===== src/rtl/fmul_byte_seq.sv =====
// fmul_byte_seq: byte-stream sequencer around an external combinational
// single-precision multiplier. Operand A and operand B are each assembled
// from four input bytes and driven on mul_a/mul_b. After CALC_CYCLES the
// block captures mul_out and returns it as four output bytes.
// Optional macro FMUL_SEQ_FLAGS_EN appends a fifth status byte after the
// result bytes: bit0 NaN, bit1 Inf, bit2 zero, bit3 sign.
module fmul_byte_seq #(
  parameter int MSB_FIRST   = 0,
  parameter int CALC_CYCLES = 1
) (
  input  logic        clk,
  input  logic        rst_n,
  input  logic        flush,
  input  logic [7:0]  in_data,
  input  logic        in_valid,
  output logic        in_ready,
  output logic [7:0]  out_data,
  output logic        out_valid,
  input  logic        out_ready,
  output logic [31:0] mul_a,
  output logic [31:0] mul_b,
  input  logic [31:0] mul_out,
  output logic        busy
);

  typedef enum logic [1:0] {
    LOAD_A = 2'd0,
    LOAD_B = 2'd1,
    CALC   = 2'd2,
    SEND   = 2'd3
  } state_t;

`ifdef FMUL_SEQ_FLAGS_EN
  localparam logic [2:0] LAST_OUT = 3'd4;
`else
  localparam logic [2:0] LAST_OUT = 3'd3;
`endif

  // Reversing byte order is a 2-bit inversion of the lane index (3-cnt == ~cnt).
  localparam logic [1:0] LANE_FLIP = (MSB_FIRST != 0) ? 2'b11 : 2'b00;

  state_t      state_q, state_d;
  logic [2:0]  cnt_q, cnt_d;
  logic [3:0]  wait_q, wait_d;
  logic [31:0] a_q, a_d;
  logic [31:0] b_q, b_d;
  logic [31:0] res_q, res_d;
  logic [1:0]  lane;
  logic        in_xfer;
  logic        out_xfer;

  assign lane      = cnt_q[1:0] ^ LANE_FLIP;
  assign in_ready  = (state_q == LOAD_A) || (state_q == LOAD_B);
  assign out_valid = (state_q == SEND);
  assign busy      = !((state_q == LOAD_A) && (cnt_q == 3'd0));
  assign in_xfer   = in_valid && in_ready;
  assign out_xfer  = out_valid && out_ready;
  assign mul_a     = a_q;
  assign mul_b     = b_q;

`ifdef FMUL_SEQ_FLAGS_EN
  logic [7:0] flags;
  logic       exp_all_ones;
  logic       man_zero;

  assign exp_all_ones = &res_q[30:23];
  assign man_zero     = ~|res_q[22:0];
  assign flags        = {4'b0000, res_q[31], ~|res_q[30:0],
                         exp_all_ones && man_zero, exp_all_ones && !man_zero};
`endif

  // State, counters and datapath registers.
  always_ff @(posedge clk or negedge rst_n) begin
    if (!rst_n) begin
      state_q <= LOAD_A;
      cnt_q   <= '0;
      wait_q  <= '0;
      a_q     <= '0;
      b_q     <= '0;
      res_q   <= '0;
    end else begin
      state_q <= state_d;
      cnt_q   <= cnt_d;
      wait_q  <= wait_d;
      a_q     <= a_d;
      b_q     <= b_d;
      res_q   <= res_d;
    end
  end

  // Next-state logic; flush overrides any transfer and leaves data registers intact.
  always_comb begin
    state_d = state_q;
    cnt_d   = cnt_q;
    wait_d  = wait_q;
    a_d     = a_q;
    b_d     = b_q;
    res_d   = res_q;
    if (flush) begin
      state_d = LOAD_A;
      cnt_d   = '0;
    end else begin
      unique case (state_q)
        LOAD_A: begin
          if (in_xfer) begin
            a_d[{lane, 3'b000} +: 8] = in_data;
            if (cnt_q == 3'd3) begin
              cnt_d   = '0;
              state_d = LOAD_B;
            end else begin
              cnt_d = cnt_q + 3'd1;
            end
          end
        end
        LOAD_B: begin
          if (in_xfer) begin
            b_d[{lane, 3'b000} +: 8] = in_data;
            if (cnt_q == 3'd3) begin
              cnt_d   = '0;
              wait_d  = 4'(CALC_CYCLES - 1);
              state_d = CALC;
            end else begin
              cnt_d = cnt_q + 3'd1;
            end
          end
        end
        CALC: begin
          if (wait_q == 4'd0) begin
            res_d   = mul_out;
            state_d = SEND;
          end else begin
            wait_d = wait_q - 4'd1;
          end
        end
        SEND: begin
          if (out_xfer) begin
            if (cnt_q == LAST_OUT) begin
              cnt_d   = '0;
              state_d = LOAD_A;
            end else begin
              cnt_d = cnt_q + 3'd1;
            end
          end
        end
        default: begin
          state_d = LOAD_A;
          cnt_d   = '0;
        end
      endcase
    end
  end

  // Output byte select: result lanes in stream order, status byte last.
  always_comb begin
    out_data = '0;
    if (state_q == SEND) begin
`ifdef FMUL_SEQ_FLAGS_EN
      if (cnt_q == 3'd4) begin
        out_data = flags;
      end else begin
        out_data = res_q[{lane, 3'b000} +: 8];
      end
`else
      out_data = res_q[{lane, 3'b000} +: 8];
`endif
    end
  end

endmodule

===== config.mk =====
export PLATFORM = sky130hd
export DESIGN_NAME = fmul_byte_seq
export DESIGN_NICKNAME = d
export VERILOG_FILES = /design/src/rtl/fmul_byte_seq.sv
export SDC_FILE = /design/constraint.sdc
export NUM_CORES = 1
export LEC_CHECK = 0
export ABC_AREA = 1
export BUFFER_PORTS_ARGS = -buffer_cell sky130_fd_sc_hd__buf_2
export CAP_MARGIN = 20
export CORE_UTILIZATION = 33
export CTS_CLUSTER_SIZE = 8
export DETAILED_ROUTE_END_ITERATION = 12
export PLACE_DENSITY_LB_ADDON = 0.25
export SLEW_MARGIN = 30
export SYNTH_ARGS = -nofsm -noshare
export SYNTH_HDL_FRONTEND = slang
export SYNTH_SLANG_ARGS = --single-unit

===== constraint.sdc =====
create_clock -name clk -period 1.95 [get_ports clk]
set_input_delay 0.2925 -clock clk [delete_from_list [all_inputs] [get_ports clk]]
set_output_delay 0.2925 -clock clk [all_outputs]
set_load 0.01 [all_outputs]

**Yosys cells after proc, flatten, opt, wreduce, memory -nomap -nowiden**

Cells that the tools add are included.

- Add/sub/neg operators: 3
- Equal/unequal tests: 15
- Shift-type cells: 3
- Mux-type cells: 21
- Bitwise operators: 1
- Reduce and logical (&&, ||, !) cells: 17

Operators by type and width:

| operator | count |
|---|---|
| $bwmux 32 | 2 |
| $shift 8x7->32 const A | 1 |
| $shiftx 32x6->8 | 1 |
| $shiftx 8x7->32 | 1 |
| $mux 2 | 8 |
| $mux 3 | 4 |
| $mux 4 | 3 |
| $ne 3x2->1 const B | 4 |
| $reduce_and 3->1 | 4 |
| $ne 3x3->1 const B | 3 |
| $mux 8 | 1 |
| $pmux 2 s4 | 1 |
| $pmux 4 s2 | 1 |
| $neg 5->7 | 1 |
| $reduce_and 7->1 | 1 |
| $pmux 3 s2 | 1 |
| $reduce_and 5->1 | 1 |
| $eq 2x2->1 const B | 2 |
| $logic_not 4->1 | 1 |
| $ne 2x2->1 const B | 2 |
| $sub 4x1->4 const B | 1 |
| $add 3x1->3 const B | 1 |
| $eq 3x2->1 const B | 1 |
| $logic_and 1x1->1 | 3 |
| other kinds (11) | 11 |

- Register bits: 105
- Bits of input ports: 45
- Output and inout bits: 75
- Logic and storage cells: 66

**Longest topological paths before layout**

Gate-level depths: netlist (run 1).

- Depth in word-level cells: 6
- Gate-level depth with buffers: 11
- Gate-level depth less buffers: 9

**Least setup slack after synthesis (run 1)**

OpenSTA, ideal clock, no wires.

- Path kind: reg-to-reg
- Start point: reg cnt_q[1]
- End point: reg a_q[10] (netlist: mul_a[10])
- Setup time: 65 ps
- Data arrival time: 1753 ps
- Data required time: 1885 ps
- Path slack: 132 ps
- Cell stages (with the launch flop): 9
- Path buffers: 2
- Period minus slack after synthesis: 1818 ps
- Cell sequence: dfrtp_1 > buf_2 > clkinv_1 > ha_1 > buf_2 > clkinv_1 > nor2_1 > nand2_1 > nand2_1

- Cells in the longest elaborated chain, start to end: 3
- Elaborated cells on any way between the ends: 4
- Classes of those cells: 1 x add/sub; 2 x shift; 1 x mux

Ends and longest elaborated chain:

| item | RTL line | RTL |
|---|---|---|
| start: declaration | 43 | `logic [2:0] cnt_q, cnt_d;` |
| start signal: assignment | 83 | `cnt_q <= cnt_d;` |
| $neg 5->7 (*) | 106 | `a_d[{lane, 3'b000} +: 8] = in_data;` |
| $shiftx 8x7->32 / $shift 8x7->32 (equally long branches) | 106 |  |
| $bwmux 32 (*) | 106 |  |
| end signal: assignment | 78 | `a_q <= '0;` |
| end signal: assignment | 85 | `a_q <= a_d;` |
| end: declaration | 45 | `logic [31:0] a_q, a_d;` |

Every way passes the cells marked *; elsewhere a longest branch is shown, timed or not.
A chain may end at the register's enable or synchronous reset.

**Worst setup path in the final report (run 1)**

- Start point: reg state_q[0]
- End point: out out_data[0]

- Cells in the longest elaborated chain, start to end: 2

Ends and longest elaborated chain:

| item | RTL line | RTL |
|---|---|---|
| start: declaration | 42 | `state_t state_q, state_d;` |
| start signal: assignment | 82 | `state_q <= state_d;` |
| $eq 2x2->1 | 156 | `if (state_q == SEND) begin` |
| $mux 8 | 156 |  |
| end: declaration | 17 | `output logic [7:0] out_data,` |

No other way between the ends.

==> flow_summary.toml, run 1 <==
[logic_synthesis]
synth_nets = 688
ys_ff_latch = 105
synth-compound-area-share_pct = 11.51
synthDistinctLibCells = 27
syn_area_per_cell_um2 = 8.170
muxShareOfSynthArea_pct = 0
synth_xor_xnor_area_share_pct = 0.1696
synthAdderAreaFrac_pct = 2.665
syn-cell-area_um2 = 5164
ys_seq_area_share_pct = 50.88
synthCells = 632
synth_top_family_by_area = "simple AND/OR/NAND/NOR gates"
synth_area_leaders = "dfrtp_1 51%, nand2_1 15%, o21ai_0 6.5%, nor2_1 5.0%, inv_1 3.8%"
yosys_warnings = 0
synth_top_area_cell = "dfrtp_1"
yosysTopAreaCellShare_pct = 50.88
synth-simple-area-share_pct = 26.41

[routing]
via_per_inst = 4.582
drc = 0
wire_per_inst_um = 13.81
ant_nets = 0
num_vias = 4458
first_pass_iters = 4
wirelength_um = 13440
drt_iter0_markers = 306

[cts]
cts.sinks = 105
h-tree-depth = 3
clock_latency_ps = 350
clk_pin_slew_worst_paths_ps = 70
cts_buffers = 9
clockBufferDepth = 2
cts_tree = "built"
root_buffer = "clkbuf_16"

[setup_path]
worstPathRequired_ps = 1660
cp-startpoint = "state_q[0]$_DFFE_PN0P_"
r2r-start = "state_q[0]$_DFFE_PN0P_"
r2r_end = "res_q[12]$_DFFE_PN0P_"
end_kind = "primary output"
r2r_setup_slack_ps = 260
critPathKind = "register to primary output"
crit_arrival_ps = 1590
ff2ff_path_depth = 7
cp_max_fo = 9
start_kind = "register"
crit_path_end = "out_data[0]"

[global_routing]
grt_pass1_wl_um = 22030
grt_max_degree = 38
overflow = 0
grt_util_all_layers_pct = 17.56
antenna_found_initial = 0
grt_pass1_vias = 4241

[sta]
slew_violations = 0
fmaxAchievable_ghz = 0.5325
rsz0062_at_grt = "yes"
fin_tns_setup_ps = 0
hold_slack_ps = 173.2
hold_viol = 0
fin_worst_skew_ps = 9.836
setup_viol = 0
fin_crit_sh_pct = 96.31
tightestPinTransition_ps = 601.9
fin_crit_ps = 1878
slew_headroom_pct = 59.83

[worst_hold_path]
hold_class = "input port to register"

[final_layout]
fin_util_pct = 41.47
diodes = 0
register_area_um2 = 2629
final_common_cell = "nand2_1"
multiInputGateArea_um2 = 2113
layout_common_cells = "212 x nand2_1, 118 x buf_2, 104 x dfrtp_1"
drive_above_1_share_pct = 24.80
nets = 814
area_delta_synth_final_pct = 22.53
nFillCells = 1615

[floorplanning]
core_area_um2 = 15260
die_h_um = 127.1
io_pins = 120
dieArea_um2 = 16150
num_rows = 45
fp.dieW_um = 127.1
initial_core_util_pct = 33.84

[pwr]
power.leakage_nw = 3.555
ir_drop_mv = 0.5288
powerDensity_nw_per_um2 = 1287

[run_status]
status = "completed"

[flow_run]
cap_violations = 0

[placed_design]
place_congestion = 0.8296
dp_hpwl_um = 10140
numPortBuffers = 119
==> worst min path at each step <==
| stage | startpoint | to | cells after the start | slack (ps) |
|---|---|---|---|---|
| 2_1_floorplan | rst_n | cnt_q[0]$_DFFE_PN0P_ | 0 | -3 |
| 3_3_place_gp | rst_n | mul_a[10]$_DFFE_PN0P_ | 1 | 310 |
| 3_5_place_dp | rst_n | mul_a[22]$_DFFE_PN0P_ | 1 | 310 |
| 4_1_cts | mul_out[16] | res_q[16]$_DFFE_PN0P_ | 3 | 160 |
| 5_1_grt | mul_out[16] | res_q[16]$_DFFE_PN0P_ | 3 | 160 |
| 6_report | mul_out[19] | res_q[19]$_DFFE_PN0P_ | 3 | 170 |
==> sequential cells by signal (all words and copies together), names as in the netlist <==
signal and cells:
cnt_q 3, mul_a 32, mul_b 32, res_q 32, state_q 2, wait_q 4
==> through the flow <==
stage / instance area, um2 / power [mW] / setup slack, ps / std cells
2_1_floorplan: 5164 / 5.363 / 131.8 / 632
3_3_place_gp: 6012 / 6.400 / 295.5 / 956
3_5_place_dp: 6012 / 6.444 / 273.9 / 956
4_1_cts: 6299 / 8.192 / 16.61 / 972
5_1_grt: 6327 / 8.811 / -17.48 / 973
6_report: 6327 / 8.141 / 71.91 / 973
==> cell usage after synthesis <==
| cell type | number |
|---|---|
| a21oi_1 | 8 |
| buf_12 | 3 |
| buf_2 | 9 |
| buf_4 | 6 |
| buf_6 | 3 |
| buf_8 | 1 |
| clkbuf_2 | 1 |
| clkinv_1 | 3 |
| dfrtp_1 | 105 |
| ha_1 | 11 |
| inv_1 | 52 |
| inv_2 | 4 |
| inv_4 | 1 |
| nand2_1 | 212 |
| nand3_1 | 18 |
| nand3_4 | 3 |
| nand4_1 | 2 |
| nor2_1 | 69 |
| nor2_2 | 2 |
| nor2_4 | 8 |
| nor3_1 | 7 |
| nor3_2 | 1 |
| o21ai_0 | 67 |
| o21ai_1 | 21 |
| o21ai_2 | 13 |
| or2_2 | 1 |
| xnor2_1 | 1 |
==> area by class of cell <==
class	instances	area share, %
sequential	105	41.55
clock buffer	11	3.836
tap	211	4.172
clock inverter	4	0.4548
inverter	60	3.658
timing repair buffer	138	12.93
multi-input combinational	444	33.40
==> critical path, cell delays in order, from the launching register on <==
cell and delay, ps:
dfrtp_1 430, ha_2 260, clkinv_2 160, a21oi_1 220
buf_2 170
==> what timing repair did <==
item / CTS / global route
setup buffers: 0 / 1
pin swaps: 0 / 2
hold endpoints to repair: 34 / 0
hold buffers: 1 / 0
resized for setup: 2 / 7
gates cloned: 0 / 0
setup endpoints to repair: 8 / 10
==> report_power, final <==
group / switching, mW / leakage [nW] / total, mW / internal (mW)
Combinational: 2.02 / 2.02 / 3.18 / 1.15
Clock: 0.796 / 0.128 / 1.69 / 0.897
Sequential: 0.440 / 1.40 / 3.27 / 2.83
==> logic make-up after synthesis <==
logic type,Yosys count
adder cells (fa/ha/maj),11
AO/OA/AOI/OAI,109
buffers and inverters,83
flip-flops,105
XOR/XNOR,1
AND/OR/NAND/NOR,323
==> routing by layer <==
layer / vias to the layer above / global-route usage (%) / routed length (um) / part of all wire (%)
li1: 2246 / - / - / -
met3: 13 / 3.936 / 766 / 5.7
met1: 2060 / 23.95 / 6328 / 47
met2: 139 / 28.22 / 6195 / 46
met5: - / 0 / 0 / 0
met4: 0 / 4.552 / 146 / 1.1
Power figures use the tool's default switching activity.
==> run 2, diff against run 1 <==
==> constraint.sdc (replaced) <==
create_clock -name clk -period 1.8 [get_ports clk]
set_input_delay 0.27 -clock clk [delete_from_list [all_inputs] [get_ports clk]]
set_output_delay 0.27 -clock clk [all_outputs]
set_load 0.01 [all_outputs]
==> run 2 against run 1 <==
The flow now finishes with violations (setup timing). Setup slack lost 130 ps. Clock skew is essentially flat. Cell count is 0.92% higher. Wire length rose by 0.20%. Largest power group is now combinational cells. Combinational power rose by 19%.
==> flow_summary.toml, run 2 (synthesis results as in run 1) <==
[setup_path]
cp_cell_sequence = "inv_4 > buf_8 > o21ai_0 > a21oi_2 > buf_2"
ff2ff_path_depth = 7
critPathKind = "register to primary output"
crit_arrival_ps = 1580
crit_buf_inv = 3
critPathSlowestCell = "dfrtp_2"
r2r-start = "cnt_q[0]$_DFFE_PN0P_"
start_kind = "register"
crit_family = "flip-flops"
r2r_end = "mul_b[19]$_DFFE_PN0P_"
max_stage_delay_ps = 460
worstPathRequired_ps = 1530
cp_max_fo = 8
r2r_setup_slack_ps = 110
end_kind = "primary output"

[cts]
clk_pin_slew_worst_paths_ps = 70
h-tree-depth = 3
clock_latency_ps = 360
cts_tree = "built"
cts.sinks = 105
root_buffer = "clkbuf_16"
clockBufferDepth = 2
cts_buffers = 9

[sta]
hold_viol = 0
rsz0062_at_grt = "yes"
fmaxAchievable_ghz = 0.5395
slew_headroom_pct = 61.44
fin_crit_ps = 1854
finalWorstSetupSlack_ps = -53.60
fin_worst_skew_ps = 9.594
tightestPinTransition_ps = 577.7
fin_tns_setup_ps = -131.3
slew_violations = 0
hold_slack_ps = 141.5
setup_viol = 4
fin_crit_sh_pct = 103.0

[final_layout]
fin_cells = 982
nFillCells = 1594
area_delta_synth_final_pct = 25.76
register_area_um2 = 2629
fin_area_um2 = 6494
diodes = 0
layout_common_cells = "212 x nand2_1, 118 x buf_2, 104 x dfrtp_1"
drive_above_1_share_pct = 27.24
final_common_cell = "nand2_1"
fin_util_pct = 42.56
multiInputGateArea_um2 = 2162
nets = 822

[placed_design]
place_inst = 958
numPortBuffers = 119
dp_hpwl_um = 9934
place_ws_ps = 153.0
place_congestion = 0.8126
placed_cell_area_um2 = 6028

[worst_hold_path]
hold_path.startpoint = "mul_out[18]"
min_path_cells = 3
hold-path-endpoint = "res_q[18]$_DFFE_PN0P_"
hold_class = "input port to register"

[routing]
wirelength_um = 13460
drt_iter0_markers = 370
num_vias = 4420
first_pass_iters = 4
wl_met1_um = 6206
ant_nets = 0
met2_length_um = 6333
wl_met3_um = 795
routed.top_layer = "met4"
via_per_inst = 4.501
wire_per_inst_um = 13.71
drc = 0

[pwr]
swShare_pct = 40.32
pwr-share-clk_pct = 21.0
p_int_mw = 5.544
ir_drop_mv = 0.6503
p_seq_share_pct = 38.2
combPwrFrac_pct = 40.9
power.leakage_nw = 3.624
power.total_mw = 9.289
powerDensity_nw_per_um2 = 1431
p_sw_mw = 3.745

[global_routing]
grt_util_all_layers_pct = 17.39
grt_max_degree = 35
grt_pass1_vias = 4213
antenna_found_initial = 0
overflow = 0
grt_pass1_wl_um = 21760

[floorplanning]
io_pins = 120
die_h_um = 127.1
initial_core_util_pct = 33.84
core_area_um2 = 15260
dieArea_um2 = 16150
num_rows = 45
fp.dieW_um = 127.1

[flow_run]
cap_violations = 0

[run_status]
status = "complete, but fails checks"
violations = "setup timing"
run 2: cell types whose count changed in the layout (fill, tap and decap cells not counted), moves of 4 or more:
cell,change
nor2_1,-5
o21ai_1,+14
o21ai_0,-14
nor2_2,+4
run 2: cell type report:
class	instances	area share, %
repair buffers	146	14.05
multi-input cells	444	33.29
clock inverters	6	0.7707
flip-flops and latches	105	40.48
clock buffers	10	3.680
inverters	60	3.661
well taps	211	4.066
run 2: timing repair:
item	CTS	global route
pin swaps	7	7
resized for setup	27	17
gates cloned	2	0
setup buffers	6	1
hold buffers	1	0
setup endpoints to repair	9	22
hold endpoints to repair	28	0
run 2: how the worst max path moves through the flow:
stage,startpoint,endpoint,cells after the start
final,cnt_q[0]$_DFFE_PN0P_,out_data[4],5
after global placement,state_q[0]$_DFFE_PN0P_,mul_a[28]$_DFFE_PN0P_,7
after floorplan,cnt_q[0]$_DFFE_PN0P_,mul_a[10]$_DFFE_PN0P_,9
after CTS,cnt_q[0]$_DFFE_PN0P_,out_data[0],7
after global routing,cnt_q[0]$_DFFE_PN0P_,out_data[4],6
after detailed placement,state_q[0]$_DFFE_PN0P_,mul_a[29]$_DFFE_PN0P_,7
run 2: power by group through the flow:
stage               sequential [mW]  clock (mW)  combinational [mW]
global route                   3.63        2.10                4.26
detailed placement             3.57           0                3.41
global placement               3.56           0                3.38
floorplan                      3.59           0                2.22
CTS                            3.55        1.99                3.76
finish                         3.55        1.95                3.80
run 2: routing by layer:
| metal | vias up | global-route usage (%) |
|---|---|---|
| met4 | 0 | 3.922 |
| met5 | - | 0 |
| met1 | 2020 | 23.33 |
| met3 | 9 | 4.313 |
| met2 | 137 | 28.35 |
| li1 | 2254 | - |
run 2: worst min-delay path: cells and delay by family:
| family | cells | cell delay (ps) |
|---|---|---|
| buf+inv | 2 | 130 |
| compound gates | 1 | 60 |
